<file path="src/rtl/gf_div.sv">
// gf_div: sequential GF(2^WIDTH) divider, out = in_1 / in_2.
//
// The divisor is inverted by square-and-multiply (Fermat): in_2^(2^WIDTH-2) is
// built up over WIDTH-1 iteration cycles, then one final multiply by the
// dividend produces the quotient.
//
// Timing: the edge that accepts i_start is followed by WIDTH-1 iteration
// cycles and one final cycle. o_done therefore rises on the WIDTH+1-th rising
// edge, counting the accepting edge as the first.
//
// Ports:
//   i_clk    clock, all state changes on the rising edge
//   i_rst    synchronous active-high reset, wins over everything
//   i_start  operation request, sampled only while idle
//   in_1     dividend, captured on the accepting edge
//   in_2     divisor, captured on the accepting edge
//   out      registered quotient, held until the next result or reset
//   o_done   one-cycle pulse, out and o_err valid
//   o_busy   high while an operation is in flight (low in the o_done cycle)
//   o_err    divide-by-zero flag, updated with o_done and held
module gf_div #(
  parameter int unsigned      WIDTH = 8,
  parameter logic [WIDTH:0]   POLY  = 9'h11B
) (
  input  logic             i_clk,
  input  logic             i_rst,
  input  logic             i_start,
  input  logic [WIDTH-1:0] in_1,
  input  logic [WIDTH-1:0] in_2,
  output logic [WIDTH-1:0] out,
  output logic             o_done,
  output logic             o_busy,
  output logic             o_err
);

  localparam int          W       = int'(WIDTH);
  localparam int unsigned CntW    = (WIDTH > 2) ? $clog2(WIDTH) : 1;
  localparam logic [CntW-1:0] CntLast = CntW'(WIDTH - 2);

  typedef enum logic [1:0] {StIdle, StIter, StFinal} state_e;

  // Shift-and-add multiply with the reduction folded into every shift.
  function automatic logic [WIDTH-1:0] gf_mul(input logic [WIDTH-1:0] a,
                                              input logic [WIDTH-1:0] b);
    logic [WIDTH-1:0] p;
    logic [WIDTH-1:0] t;
    p = '0;
    t = a;
    for (int i = 0; i < W; i++) begin
      if (b[i]) p = p ^ t;
      t = {t[WIDTH-2:0], 1'b0} ^ (t[WIDTH-1] ? POLY[WIDTH-1:0] : '0);
    end
    return p;
  endfunction

  // Squaring is linear over GF(2): spread the bits to even positions, then
  // fold the upper half back down with POLY from the top bit downwards.
  function automatic logic [WIDTH-1:0] gf_sqr(input logic [WIDTH-1:0] a);
    logic [2*WIDTH-1:0] w;
    w = '0;
    for (int i = 0; i < W; i++) begin
      w[2*i] = a[i];
    end
    for (int i = 2 * W - 2; i >= W; i--) begin
      if (w[i]) w[i-W +: WIDTH+1] = w[i-W +: WIDTH+1] ^ POLY;
    end
    return w[WIDTH-1:0];
  endfunction

  state_e           state_q, state_d;
  logic [WIDTH-1:0] a_q, a_d;
  logic [WIDTH-1:0] sq_q, sq_d;
  logic [WIDTH-1:0] acc_q, acc_d;
  logic [CntW-1:0]  cnt_q, cnt_d;
  logic             zero_q, zero_d;
  logic [WIDTH-1:0] out_q, out_d;
  logic             done_q, done_d;
  logic             err_q, err_d;

  // Arithmetic units: one squarer, two multipliers.
  logic [WIDTH-1:0] sq_next;
  logic [WIDTH-1:0] acc_next;
  logic [WIDTH-1:0] quot;

  always_comb begin
    sq_next  = gf_sqr(sq_q);
    acc_next = gf_mul(acc_q, sq_next);
    quot     = gf_mul(acc_q, a_q);
  end

  // State register.
  always_ff @(posedge i_clk) begin
    if (i_rst) begin
      state_q <= StIdle;
    end else begin
      state_q <= state_d;
    end
  end

  // Next-state logic.
  always_comb begin
    state_d = state_q;
    unique case (state_q)
      StIdle:  if (i_start) state_d = StIter;
      StIter:  if (cnt_q == CntLast) state_d = StFinal;
      StFinal: state_d = StIdle;
      default: state_d = StIdle;
    endcase
  end

  // Outputs decoded from state.
  always_comb begin
    o_busy = (state_q != StIdle);
  end

  // Datapath next-state.
  always_comb begin
    a_d    = a_q;
    sq_d   = sq_q;
    acc_d  = acc_q;
    cnt_d  = cnt_q;
    zero_d = zero_q;
    out_d  = out_q;
    err_d  = err_q;
    done_d = 1'b0;
    unique case (state_q)
      StIdle: begin
        if (i_start) begin
          a_d    = in_1;
          sq_d   = in_2;
          acc_d  = WIDTH'(1);
          cnt_d  = '0;
          zero_d = (in_2 == '0);
        end
      end
      StIter: begin
        // After k cycles sq = b^(2^k) and acc = b^(2^(k+1)-2).
        sq_d  = sq_next;
        acc_d = acc_next;
        cnt_d = cnt_q + CntW'(1);
      end
      StFinal: begin
        out_d  = zero_q ? '0 : quot;
        err_d  = zero_q;
        done_d = 1'b1;
      end
      default: begin
        done_d = 1'b0;
      end
    endcase
  end

  always_ff @(posedge i_clk) begin
    if (i_rst) begin
      a_q    <= '0;
      sq_q   <= '0;
      acc_q  <= '0;
      cnt_q  <= '0;
      zero_q <= 1'b0;
      out_q  <= '0;
      done_q <= 1'b0;
      err_q  <= 1'b0;
    end else begin
      a_q    <= a_d;
      sq_q   <= sq_d;
      acc_q  <= acc_d;
      cnt_q  <= cnt_d;
      zero_q <= zero_d;
      out_q  <= out_d;
      done_q <= done_d;
      err_q  <= err_d;
    end
  end

  assign out    = out_q;
  assign o_done = done_q;
  assign o_err  = err_q;

endmodule
</file>
<file path="config.mk">
export PLATFORM = sky130hd
export DESIGN_NAME = gf_div
export DESIGN_NICKNAME = d
export VERILOG_FILES = /design/src/rtl/gf_div.sv
export SDC_FILE = /design/constraint.sdc
export NUM_CORES = 1
export LEC_CHECK = 0
export ABC_AREA = 0
export CAP_MARGIN = 20
export CELL_PAD_IN_SITES_DETAIL_PLACEMENT = 0
export CELL_PAD_IN_SITES_GLOBAL_PLACEMENT = 1
export CORE_MARGIN = 2
export CORE_UTILIZATION = 49
export DETAILED_ROUTE_END_ITERATION = 10
export GPL_TIMING_DRIVEN = 0
export MAX_ROUTING_LAYER = met4
export PLACE_DENSITY = 0.89
export SLEW_MARGIN = 20
export SYNTH_ARGS = -nofsm -noshare
export SYNTH_HDL_FRONTEND = slang
export SYNTH_SLANG_ARGS = --single-unit
</file>
<file path="constraint.sdc">
create_clock -name i_clk -period 4.37 [get_ports i_clk]
set_input_delay 0.6555 -clock i_clk [delete_from_list [all_inputs] [get_ports i_clk]]
set_output_delay 0.6555 -clock i_clk [all_outputs]
set_load 0.05 [all_outputs]
</file>
======== Word-level counts from Yosys, hierarchy flattened ========
Cells that the tools add are included.
Widths: inputs -> output; s select.
word-level totals
  flip-flop bits (word level) ............. 40
  word-level logic and storage cells ...... 91
  bits of input ports ..................... 19
cells by class
  add/sub/neg operators ................... 1
  reduce and logical (&&, ||, !) cells .... 7
  muxes and demuxes ....................... 41
  bitwise logic cells ..................... 28
  equal/unequal tests ..................... 5
operator list
  cell                 count
  $mux 8               19
  $xor 8x8->8          14
  $mux 5               14
  $xor 8x5->8          7
  $pmux 8 s2           2
  $not 4->4            7
  $logic_not 8->1      1
  $pmux 3 s2           1
  $reduce_and 2->1     3
  $mux 2               2
  $ne 2x2->1 const B   2
  $pmux 2 s2           1
  $reduce_bool 2->1    2
  $add 3x1->3 const B  1
  $eq 3x3->1 const B   1
  $mux 3               1
  $eq 2x1->1 const B   1
  $eq 2x2->1 const B   1
  $logic_not 2->1      1
  $mux 1               1

======== Longest topological paths before layout ========
Gate-level depths: netlist (run 1).
  depth after elaboration ................. 30
  depth in mapped cells ................... 10
  mapped depth without buffers ............ 7

======== Worst setup path after synthesis (run 1) ========
OpenSTA, ideal clock, no wires.
  kind .................................... register -> register
  from .................................... reg acc_q[2]
  to ...................................... reg acc_q[5]
  arrival time ............................ 2.047 ns
  path slack .............................. 2.196 ns
  stages on the path, launching flop included .. 9
  period minus slack after synthesis ...... 2.174 ns
  path through ............................ dfxtp_1 -> buf_4 -> xnor3_1 -> nor2_1 -> xnor2_1 -> xnor3_1 -> xor3_1 -> a22oi_1 -> nor2_1
on the way
  cells in the longest elaborated chain, start to end .. 14
  elaborated cells between the ends (all ways) .. 19
  those cells by class .................... mux (7); bitwise (12)
RTL lines
  element                       line  RTL
  start: declaration            73    logic [WIDTH-1:0] acc_q, acc_d;
  start signal: assignment      157   acc_q <= '0;
  start signal: assignment      166   acc_q <= acc_d;
  $xor 8x5->8 (*) (3 in a row)  51    t = {t[WIDTH-2:0], 1'b0} ^ (t[WIDTH-1] ? POLY[WIDTH-1:0] : '0);
  $xor 8x8->8                   50    if (b[i]) p = p ^ t;
  $mux 8                        50
  $xor 8x8->8                   50
  $mux 8                        50
  $xor 8x8->8                   50
  $mux 8                        50
  $xor 8x8->8                   50
  $mux 8                        50
  $xor 8x8->8                   50
  $mux 8 (*)                    50
  $pmux 8 s2 (*)                126   unique case (state_q)
Mark *: on every way between the ends. The rest lies on a longest branch, timed or not.
A chain may end at the register's enable or synchronous reset.

======== Worst setup path after layout (run 1) ========
  from .................................... reg acc_q[3]
  to ...................................... reg acc_q[5]
on the way
  cells in the longest elaborated chain, start to end .. 15
  elaborated cells between the ends (all ways) .. 21
  those cells by class .................... mux (8); bitwise (13)
RTL lines
  element                       line
  $xor 8x5->8 (*) (2 in a row)  51
  $xor 8x8->8                   50
  $mux 8                        50
  $xor 8x8->8                   50
  $mux 8                        50
  $xor 8x8->8                   50
  $mux 8                        50
  $xor 8x8->8                   50
  $mux 8                        50
  $xor 8x8->8                   50
  $mux 8                        50
  $xor 8x8->8                   50
  $mux 8 (*)                    50
  $pmux 8 s2 (*)                126
Marked as above.

==> results.md, run 1 <==
- Slowest-stage cell, CP: xor3_1
- Reg clk slew, reported paths: 90 ps
- Die width: 96.2 um
- CP dominant cell by count: xor3_1
- Async S/R FF share, synth: 0%
- Post-synth EDFFs: 0
- WS Path Type: reg -> reg
- Status: complete, no violations
- Fmax: 402 MHz
- Yosys reg bits: 40
- Final hold vios: 0
- Post-CTS setup buffers: 0
- Fin area: 4710 um^2
- Part of the cycle the worst path needs: 56.9%
- Vias in the first global route: 3301
- Metal3 WL: 552 um
- Final #Nets: 566
- FP Rows: 33
- Netlist cell types: 49
- Clk_skew: 5.20 ps
- Worst EP arrival: 2670 ps
- Crit-path max FO: 4
- Commonest cells after routing, fill and taps aside: nand2_1 (86), nor2_1 (81), xnor2_1 (68)
- Post-cts sizing count: 0
- Period minus WS final: 2490 ps
- Met2 wire length: 5280 um
- Area delta synth->final: 12.9%
- # Max-Cap Violations: 0
- Crit-path cells: xor3_1, nor2b_1, xnor2_1, xnor3_1, xor3_1, a22oi_1, nor2_1
- Largest net degree at the start of global routing: 15
- Post-DP HPWL: 8200 um
- Most common library cell in the layout ignoring fill and taps: nand2_1
- Clock Path Buffers: 2
- Post-route setup TNS: 0 ps
- CTS root buf: clkbuf_8
- Most used DFF post-synth: dfxtp_1
- Initial core utilization: 50.7%
- Core region area: 8220 um^2
- Syn_area_per_cell: 8.19 um^2
- First-pass GRT wire length: 17400 um
- Setup violations, final: 0
- Syn Nets: 530
- Worst slew pin tran: 668 ps
- PortBufs: 29
- Max-slew violation count: 0
- Peak supply drop: 256 uV
- CTS tree: built
- Power Dens Cells: 681 nW/um^2
- Routed length on met1: 5000 um
- Clock Sink Count: 40
- Max-Slew Margin vs Limit: 55.5%
- GRT overflow: 0
- Crit path launch: acc_q[3]
- RD Place Congestion: 0.894
- Drt first pass iters: 4
- Iter 0 DRT Violations: 264
- Hold_buf cts: 0
- Vias/cell: 5.58
- Worst min path class: reg -> reg
- # DRC: 0
- Hold_sp: out[6]
- Initial antenna violation count: 0
- ANT nets after route: 0
- Layout cell share with drive strength beyond 1: 8.06%
- Critical Path RT: 4550 ps
- Seq/Total Area, Yosys: 19.2%
- Post-Syn Area: 4170 um^2
- Routed WL per cell: 16.8 um
- Placed cell area: 4590 um^2
- Die extent in y: 96.2 um
- Vias: 3632
- Leakage: 1.80 nW
- Setup crit start kind: flop
- RSZ-0062 raised after global routing: false
- Max stage delay on crit path: 560 ps
- FF-to-FF Start: acc_q[3]
- Final Core Density: 57.3%
- Max layer used: met4
- Hold WS: 461 ps
- Clock buffer count from CTS: 5
- Worst setup EP type: flop
- Later-pin clock latency in the skew report: 310 ps
- Synth Warn #: 0
- Io pins: 30
- Detailed Route WL: 11000 um
- Mapped Cells: 509
- Gr usage total: 25.9%
- Antenna diode count: 0
- # H-tree levels: 2
- Full die area: 9260 um^2
sequential cells by signal, indices dropped and copies added (netlist names):
register	flops
cnt_q	3
acc_q	8
sq_q	8
out	8
a_q	8
state_q	2
o_err	1
o_done	1
zero_q	1
cell usage after synthesis, types with 2 or more instances:
| library cell | count | area (um^2) |
|---|---|---|
| nand2_1 | 86 | 323 |
| nor2_1 | 81 | 304 |
| xnor2_1 | 68 | 596 |
| dfxtp_1 | 40 | 801 |
| xor2_1 | 24 | 210 |
| a21oi_1 | 21 | 105 |
| clkbuf_1 | 21 | 78.8 |
| a22oi_1 | 19 | 143 |
| xnor3_1 | 19 | 428 |
| nor2b_1 | 11 | 68.8 |
| nand2b_1 | 9 | 56.3 |
| o21ai_0 | 9 | 45.0 |
| nor3_1 | 8 | 40.0 |
| xnor2_2 | 8 | 130 |
| inv_1 | 6 | 22.5 |
| xor3_1 | 6 | 143 |
| buf_2 | 5 | 25.0 |
| buf_6 | 5 | 56.3 |
| mux2_2 | 5 | 56.3 |
| a22o_1 | 4 | 35.0 |
| buf_4 | 4 | 30.0 |
| o221ai_1 | 4 | 35.0 |
| a32oi_1 | 3 | 26.3 |
| and2_1 | 3 | 18.8 |
| mux2i_1 | 3 | 30.0 |
| o22ai_1 | 3 | 18.8 |
| xor2_2 | 3 | 48.8 |
| a211oi_1 | 2 | 15.0 |
| a31oi_1 | 2 | 12.5 |
| and3_1 | 2 | 12.5 |
| ha_1 | 2 | 25.0 |
| nand3_1 | 2 | 10.0 |
| nor4_1 | 2 | 12.5 |
| o211ai_1 | 2 | 15.0 |
| or3_1 | 2 | 12.5 |
| xnor2_4 | 2 | 55.1 |
critical path, delay by kind of cell (launching register included):
family | cells | cell delay (ps)
AO/OA/AOI/OAI | 1 | 170
flip-flops | 1 | 400
XOR/XNOR | 4 | 1530
AND/OR/NAND/NOR | 2 | 240
power breakdown:
part | total, mW | leakage [nW] | internal (mW) | switching [mW]
clock | 0.324 | 0.0548 | 0.172 | 0.152
sequential | 0.447 | 0.327 | 0.408 | 0.0391
combinational | 2.44 | 1.42 | 1.21 | 1.22
worst paths after layout:
kind	to	slack, ps	depth (start not counted)
min reg2reg	out[6]	460	2
min	out[6]	460	2
max	acc_q[5]	1880	7
max reg2reg	acc_q[5]	1880	7
logic make-up (layout without fill, tap and decap cells):
| family | after synthesis | count (layout) | synth area share [%] |
|---|---|---|---|
| compound gates | 74 | 74 | 11.8 |
| xor+xnor | 132 | 132 | 39.8 |
| fa+ha+maj | 2 | 2 | 0.600 |
| buf+inv | 43 | 80 | 5.28 |
| flops | 40 | 40 | 19.2 |
| mux | 8 | 8 | 2.07 |
| simple gates | 210 | 210 | 21.2 |
layout make-up:
cell class | instances | area [um^2]
buffer | 36 | 194
clock buffer | 5 | 68.8
clock inverter | 3 | 46.3
fill | 791 | 3510
inverter | 7 | 26.3
multi-input combinational | 426 | 3150
sequential | 40 | 801
tap | 105 | 131
timing repair buffer | 29 | 290
stage by stage:
step | std cells | total power [mW] | setup WS (ps)
after floorplan | 509 | 2.40 | 2200
after global placement | 643 | 2.83 | 1960
after detailed placement | 643 | 2.86 | 1920
after CTS | 651 | 3.19 | 1900
after global routing | 651 | 3.40 | 1770
final | 651 | 3.21 | 1880
per-layer routing:
metal | vias up | track usage (%)
met3 | 14 | 2.58
met4 | 0 | 5.83
met2 | 116 | 42.7
met5 | - | -
met1 | 1751 | 34.4
li1 | 1751 | -
Note: power is estimated with default switching activity, not from simulation.
==> run 2: changes to the inputs <==
--- a/config.mk
+++ b/config.mk
@@ -10,11 +10,11 @@
 export CELL_PAD_IN_SITES_DETAIL_PLACEMENT = 0
 export CELL_PAD_IN_SITES_GLOBAL_PLACEMENT = 1
 export CORE_MARGIN = 2
-export CORE_UTILIZATION = 49
+export CORE_UTILIZATION = 41
 export DETAILED_ROUTE_END_ITERATION = 10
 export GPL_TIMING_DRIVEN = 0
 export MAX_ROUTING_LAYER = met4
-export PLACE_DENSITY = 0.89
+export PLACE_DENSITY = 0.8
 export SLEW_MARGIN = 20
 export SYNTH_ARGS = -nofsm -noshare
 export SYNTH_HDL_FRONTEND = slang
==> constraint.sdc (replaced) <==
create_clock -name i_clk -period 2.2 [get_ports i_clk]
set_input_delay 0.33 -clock i_clk [delete_from_list [all_inputs] [get_ports i_clk]]
set_output_delay 0.33 -clock i_clk [all_outputs]
set_load 0.05 [all_outputs]
==> run 2 against run 1 <==
  * Sequential power increased by 110%
  * Sequential share of layout area shrank 2.3 points
  * Largest power group unchanged
  * Routed wire length increased by 15%
  * Clock power grew 100%
  * Final cell count increased by 12%
  * Flip-flop and latch count stayed put
  * Power increased to 2.6 times the previous value
  * Hold slack gained 3.4 ps
  * Non-clock buffer count is 52 higher
  * The flow now finishes with violations (negative setup slack)
  * Combinational power rose to 2.8 times the previous value
  * Highest routed layer unchanged
  * Critical path depth is 2 higher
  * Cell area rose by 20%
==> results.md, run 2 (same netlist as run 1, synthesis figures left out) <==
- Power Total: 8.40 mW
- Routed WL per cell: 17.2 um
- Failing checks: negative setup slack
- Hold_buf cts: 0
- # DRC: 0
- CTS root buf: clkbuf_8
- Leakage: 2.25 nW
- GRT overflow: 0
- Crit path launch: acc_q[7]
- Hold_sp: out[6]
- Post-DP HPWL: 8560 um
- Die width: 105 um
- Max-Slew Margin vs Limit: 58.0%
- Largest net degree at the start of global routing: 15
- Initial core utilization: 42.5%
- Reg clk slew, reported paths: 90 ps
- Final #Nets: 618
- Critical path depth: 9
- Peak supply drop: 841 uV
- Crit-path max FO: 6
- Crit-path cells: buf_8, buf_4, xnor2_2, xor2_1, nor2_2, xnor2_1, xnor2_1, xnor3_1, a22o_1
- Sequential Area: 828 um^2
- Full die area: 11000 um^2
- Gr usage total: 22.5%
- Commonest cells after routing, fill and taps aside: nand2_1 (83), nor2_1 (73), xnor2_1 (51)
- Worst setup EP type: flop
- Layout cell share with drive strength beyond 1: 25.9%
- Max-slew violation count: 0
- Clock buffer count from CTS: 5
- Multi-input gate area: 3490 um^2
- Buf/Inv on CP: 2
- First-pass GRT wire length: 19100 um
- CTS tree: built
- RD Place Congestion: 0.903
- Setup crit start kind: flop
- Period minus WS final: 2300 ps
- Hold Path Depth: 2
- FF-to-FF Start: acc_q[7]
- FILL cells: 896
- Clk_skew: 7.91 ps
- Core region area: 9820 um^2
- Initial antenna violation count: 0
- Clock Sink Count: 40
- Most common library cell in the layout ignoring fill and taps: nand2_1
- WS Path Type: reg -> reg
- Fmax: 435 MHz
- # Max-Cap Violations: 0
- Drt first pass iters: 5
- ANT nets after route: 0
- PortBufs: 29
- Status: finished with violations
- Crit path max-delay family: XOR/XNOR gates
- Slowest-stage cell, CP: xnor3_1
- Worst EP arrival: 2500 ps
- Cells on worst reg2reg path: 9
- FP Rows: 36
- Final Core Density: 57.4%
- Vias: 3813
- Max stage delay on crit path: 380 ps
- Setup violations, final: 5
- Iter 0 DRT Violations: 256
- Vias in the first global route: 3561
- Vias/cell: 5.22
- Antenna diode count: 0
- Final WS setup: -97.6 ps
- Final hold vios: 0
- # H-tree levels: 2
- Worst min path class: reg -> reg
- Hold WS: 465 ps
- Placement Setup Slack: -313 ps
- Detailed Route WL: 12600 um
- Area delta synth->final: 35.1%
- Worst slew pin tran: 627 ps
- Critical Path RT: 2400 ps
- CP dominant cell by count: xnor2_1
- Die extent in y: 105 um
- Part of the cycle the worst path needs: 104%
- Power Dens Cells: 1490 nW/um^2
- Post-route setup TNS: -224 ps
- RSZ-0062 raised after global routing: true
- Io pins: 30
- Later-pin clock latency in the skew report: 310 ps
- Clock Path Buffers: 2
run 2: worst paths after layout:
path	to	slack, ps
setup / recovery	acc_q[3]	-100
setup reg to reg	acc_q[3]	-100
hold reg to reg	out[6]	460
hold / removal	out[6]	460
run 2: cell type report:
| class | instances | share of cell area [%] |
|---|---|---|
| clock inverters | 3 | 0.822 |
| multi-input cells | 426 | 62.0 |
| inverters | 7 | 0.466 |
| well taps | 133 | 2.95 |
| plain buffers | 35 | 4.86 |
| clock buffers | 5 | 1.22 |
| repair buffers | 82 | 13.0 |
| flip-flops and latches | 40 | 14.7 |
run 2: metal layers:
metal  wire, um  vias to the layer above  track usage, %
li1           -                     1858               -
met1       5630                     1813            29.7
met2       6040                      121            36.6
met3        663                       21            2.68
met4        237                        0            5.62
met5          0                        -               -
run 2: worst min-delay path: cells and delay by family (launching register included):
family           cells  cell delay, ps
flip-flops           1             320
AND/OR/NAND/NOR      1              50
AO/OA/AOI/OAI        1              50
run 2: repair_timing:
action,CTS,global route
pin swaps,17,36
setup buffers,21,32
resized for setup,33,81
endpoints found under the setup margin,15,16
run 2: through the flow:
stage / std cells / cell area [um^2]
floorplan: 509 / 4170
global placement: 671 / 4630
detailed placement: 671 / 4630
CTS: 700 / 5040
global route: 731 / 5630
finish: 731 / 5630
run 2: power breakdown:
group          leakage, nW  total, mW  internal (mW)  switching, mW
Sequential           0.333      0.957          0.828          0.129
Combinational         1.86       6.79           3.71           3.08
Clock               0.0548      0.654          0.342          0.311
==> run 3: changes to the inputs <==
--- a/config.mk
+++ b/config.mk
@@ -10,11 +10,11 @@
 export CELL_PAD_IN_SITES_DETAIL_PLACEMENT = 0
 export CELL_PAD_IN_SITES_GLOBAL_PLACEMENT = 1
 export CORE_MARGIN = 2
-export CORE_UTILIZATION = 41
+export CORE_UTILIZATION = 46
 export DETAILED_ROUTE_END_ITERATION = 10
 export GPL_TIMING_DRIVEN = 0
 export MAX_ROUTING_LAYER = met4
-export PLACE_DENSITY = 0.8
+export PLACE_DENSITY = 0.84
 export SLEW_MARGIN = 20
 export SYNTH_ARGS = -nofsm -noshare
 export SYNTH_HDL_FRONTEND = slang
==> constraint.sdc (replaced) <==
create_clock -name i_clk -period 2.36 [get_ports i_clk]
set_input_delay 0.354 -clock i_clk [delete_from_list [all_inputs] [get_ports i_clk]]
set_output_delay 0.354 -clock i_clk [all_outputs]
set_load 0.05 [all_outputs]
==> run 3 against run 2 <==
  * The flow now finishes without violations
  * Highest routed layer unchanged
  * Largest power group unchanged
  * Final cell count down 8.5%
  * Largest cell class unchanged
  * Utilization about the same
  * Critical path depth unchanged
==> results.md, run 3 (same netlist as run 1, synthesis figures left out) <==
- Status: complete, no violations
- Power Total: 6.59 mW
- Setup violations, final: 0
- Max-Slew Margin vs Limit: 56.6%
- Worst setup EP type: flop
- Met1 Use GR: 34.4%
- GRT overflow: 0
- Final #Nets: 581
- RD Place Congestion: 0.959
- Leakage: 1.92 nW
- Met3 usage: 2.46%
- Area delta synth->final: 20.6%
- Layout cell share with drive strength beyond 1: 14.3%
- Vias in the first global route: 3481
- Clk_skew: 6.99 ps
- Clock Path Buffers: 2
- # H-tree levels: 2
- Met2 Track Usage GR: 37.3%
- Io pins: 30
- Power Dens Cells: 1310 nW/um^2
- Vias: 3661
- Clock buffer count from CTS: 5
- First-pass GRT wire length: 18300 um
- Full die area: 9840 um^2
- Final Core Density: 57.4%
- Core region area: 8760 um^2
- RSZ-0062 raised after global routing: true
- Placed cell area: 4590 um^2
- Worst min path class: reg -> reg
- Iter 0 DRT Violations: 296
- Worst slew pin tran: 648 ps
- Initial antenna violation count: 0
- Initial core utilization: 47.6%
- Routed WL per cell: 17.0 um
- Fmax: 431 MHz
- Period minus WS final: 2320 ps
- CTS tree: built
- Max-slew violation count: 0
- Post-DP HPWL: 8360 um
- FP Rows: 34
- Final hold vios: 0
- Largest net degree at the start of global routing: 15
- Critical Path RT: 2600 ps
- # Max-Cap Violations: 0
- Buf/Inv on CP: 2
- Peak supply drop: 592 uV
- Max stage delay on crit path: 360 ps
- # DRC: 0
- WS Path Type: reg -> reg
- Most common library cell in the layout ignoring fill and taps: nand2_1
- ANT nets after route: 0
- Reg clk slew, reported paths: 90 ps
- Drt first pass iters: 5
- Die extent in y: 99.2 um
- Gr busiest metal: met2
- Crit-path cells: buf_6, buf_12, xor2_4, xnor2_4, nand2_1, xnor2_2, xnor3_1, or3_1, a21oi_1
- FILL cells: 829
- Antenna diode count: 0
- PortBufs: 29
- Die width: 99.2 um
- Worst EP arrival: 2560 ps
- Later-pin clock latency in the skew report: 300 ps
- Fin area: 5030 um^2
- Commonest cells after routing, fill and taps aside: nand2_1 (86), nor2_1 (80), xnor2_1 (64)
- Crit path max-delay family: XOR/XNOR gates
- Detailed Route WL: 11400 um
- Part of the cycle the worst path needs: 98.3%
- Slowest-stage cell, CP: xnor3_1
- Crit-path max FO: 10
- Vias/cell: 5.47
- Gr usage total: 24.3%
- Setup crit start kind: flop
- CTS root buf: clkbuf_8
- Clock Sink Count: 40
==> run 3: changes by cell type in the layout (fill, tap and decap cells not counted), sizes merged <==
cell,delta
clkinvlp,+1
buf,-37
clkinv,-1
==> run 3: what timing repair did <==
item,in CTS,in global routing
setup buffers,0,15
hold buffers,0,0
resized for setup,6,40
pin swaps,0,12
setup endpoints to repair,8,13
==> run 3: worst min-delay path, delay by kind of cell, from the launching register on <==
kind / cells / cell delay (ps)
DFF: 1 / 320
and+or+nand+nor: 1 / 50
AOI/OAI and AO/OA: 1 / 50
==> run 3: final timing paths <==
check,cells after the start,endpoint,from,slack (ps)
max,9,out[6],acc_q[7],40
min,2,out[6],out[6],470
max reg2reg,9,out[6],acc_q[7],40
min reg2reg,2,out[6],out[6],470
==> run 3: area by class of cell <==
cell class / count / area (um^2) / area share (%)
Clock inverter: 3 / 46.3 / 0.921
Inverter: 7 / 30.0 / 0.597
Tap cell: 108 / 135 / 2.69
Timing Repair Buffer: 44 / 415 / 8.26
Multi-Input combinational cell: 426 / 3290 / 65.4
Buffer: 36 / 235 / 4.68
Clock buffer: 5 / 68.8 / 1.37
Sequential cell: 40 / 806 / 16.0
==> run 3: per-stage QoR <==
stage / setup TNS [ps] / setup slack (ps) / instances / hold slack, ps
after detailed placement: -288 / -85.3 / 646 / 457
after CTS: -106 / -71.5 / 654 / 471
after global placement: -175 / -70.8 / 646 / 444
after global routing: -98.9 / -48.8 / 669 / 509
final: 0 / 40.7 / 669 / 465
after floorplan: 0 / 186 / 509 / 451
==> run 3: power breakdown <==
part           internal, mW  leakage (nW)  switching [mW]
registers             0.758         0.328          0.0859
clock network         0.319        0.0548           0.275
logic                  2.70          1.54            2.46
total                  3.78          1.92            2.82
==> run 3: layer usage <==
| layer | share of wire [%] | vias to the layer above |
|---|---|---|
| met5 | 0 | - |
| met4 | 1.1 | 0 |
| met3 | 5.7 | 10 |
| met2 | 47 | 115 |
| met1 | 46 | 1747 |
| li1 | - | 1789 |
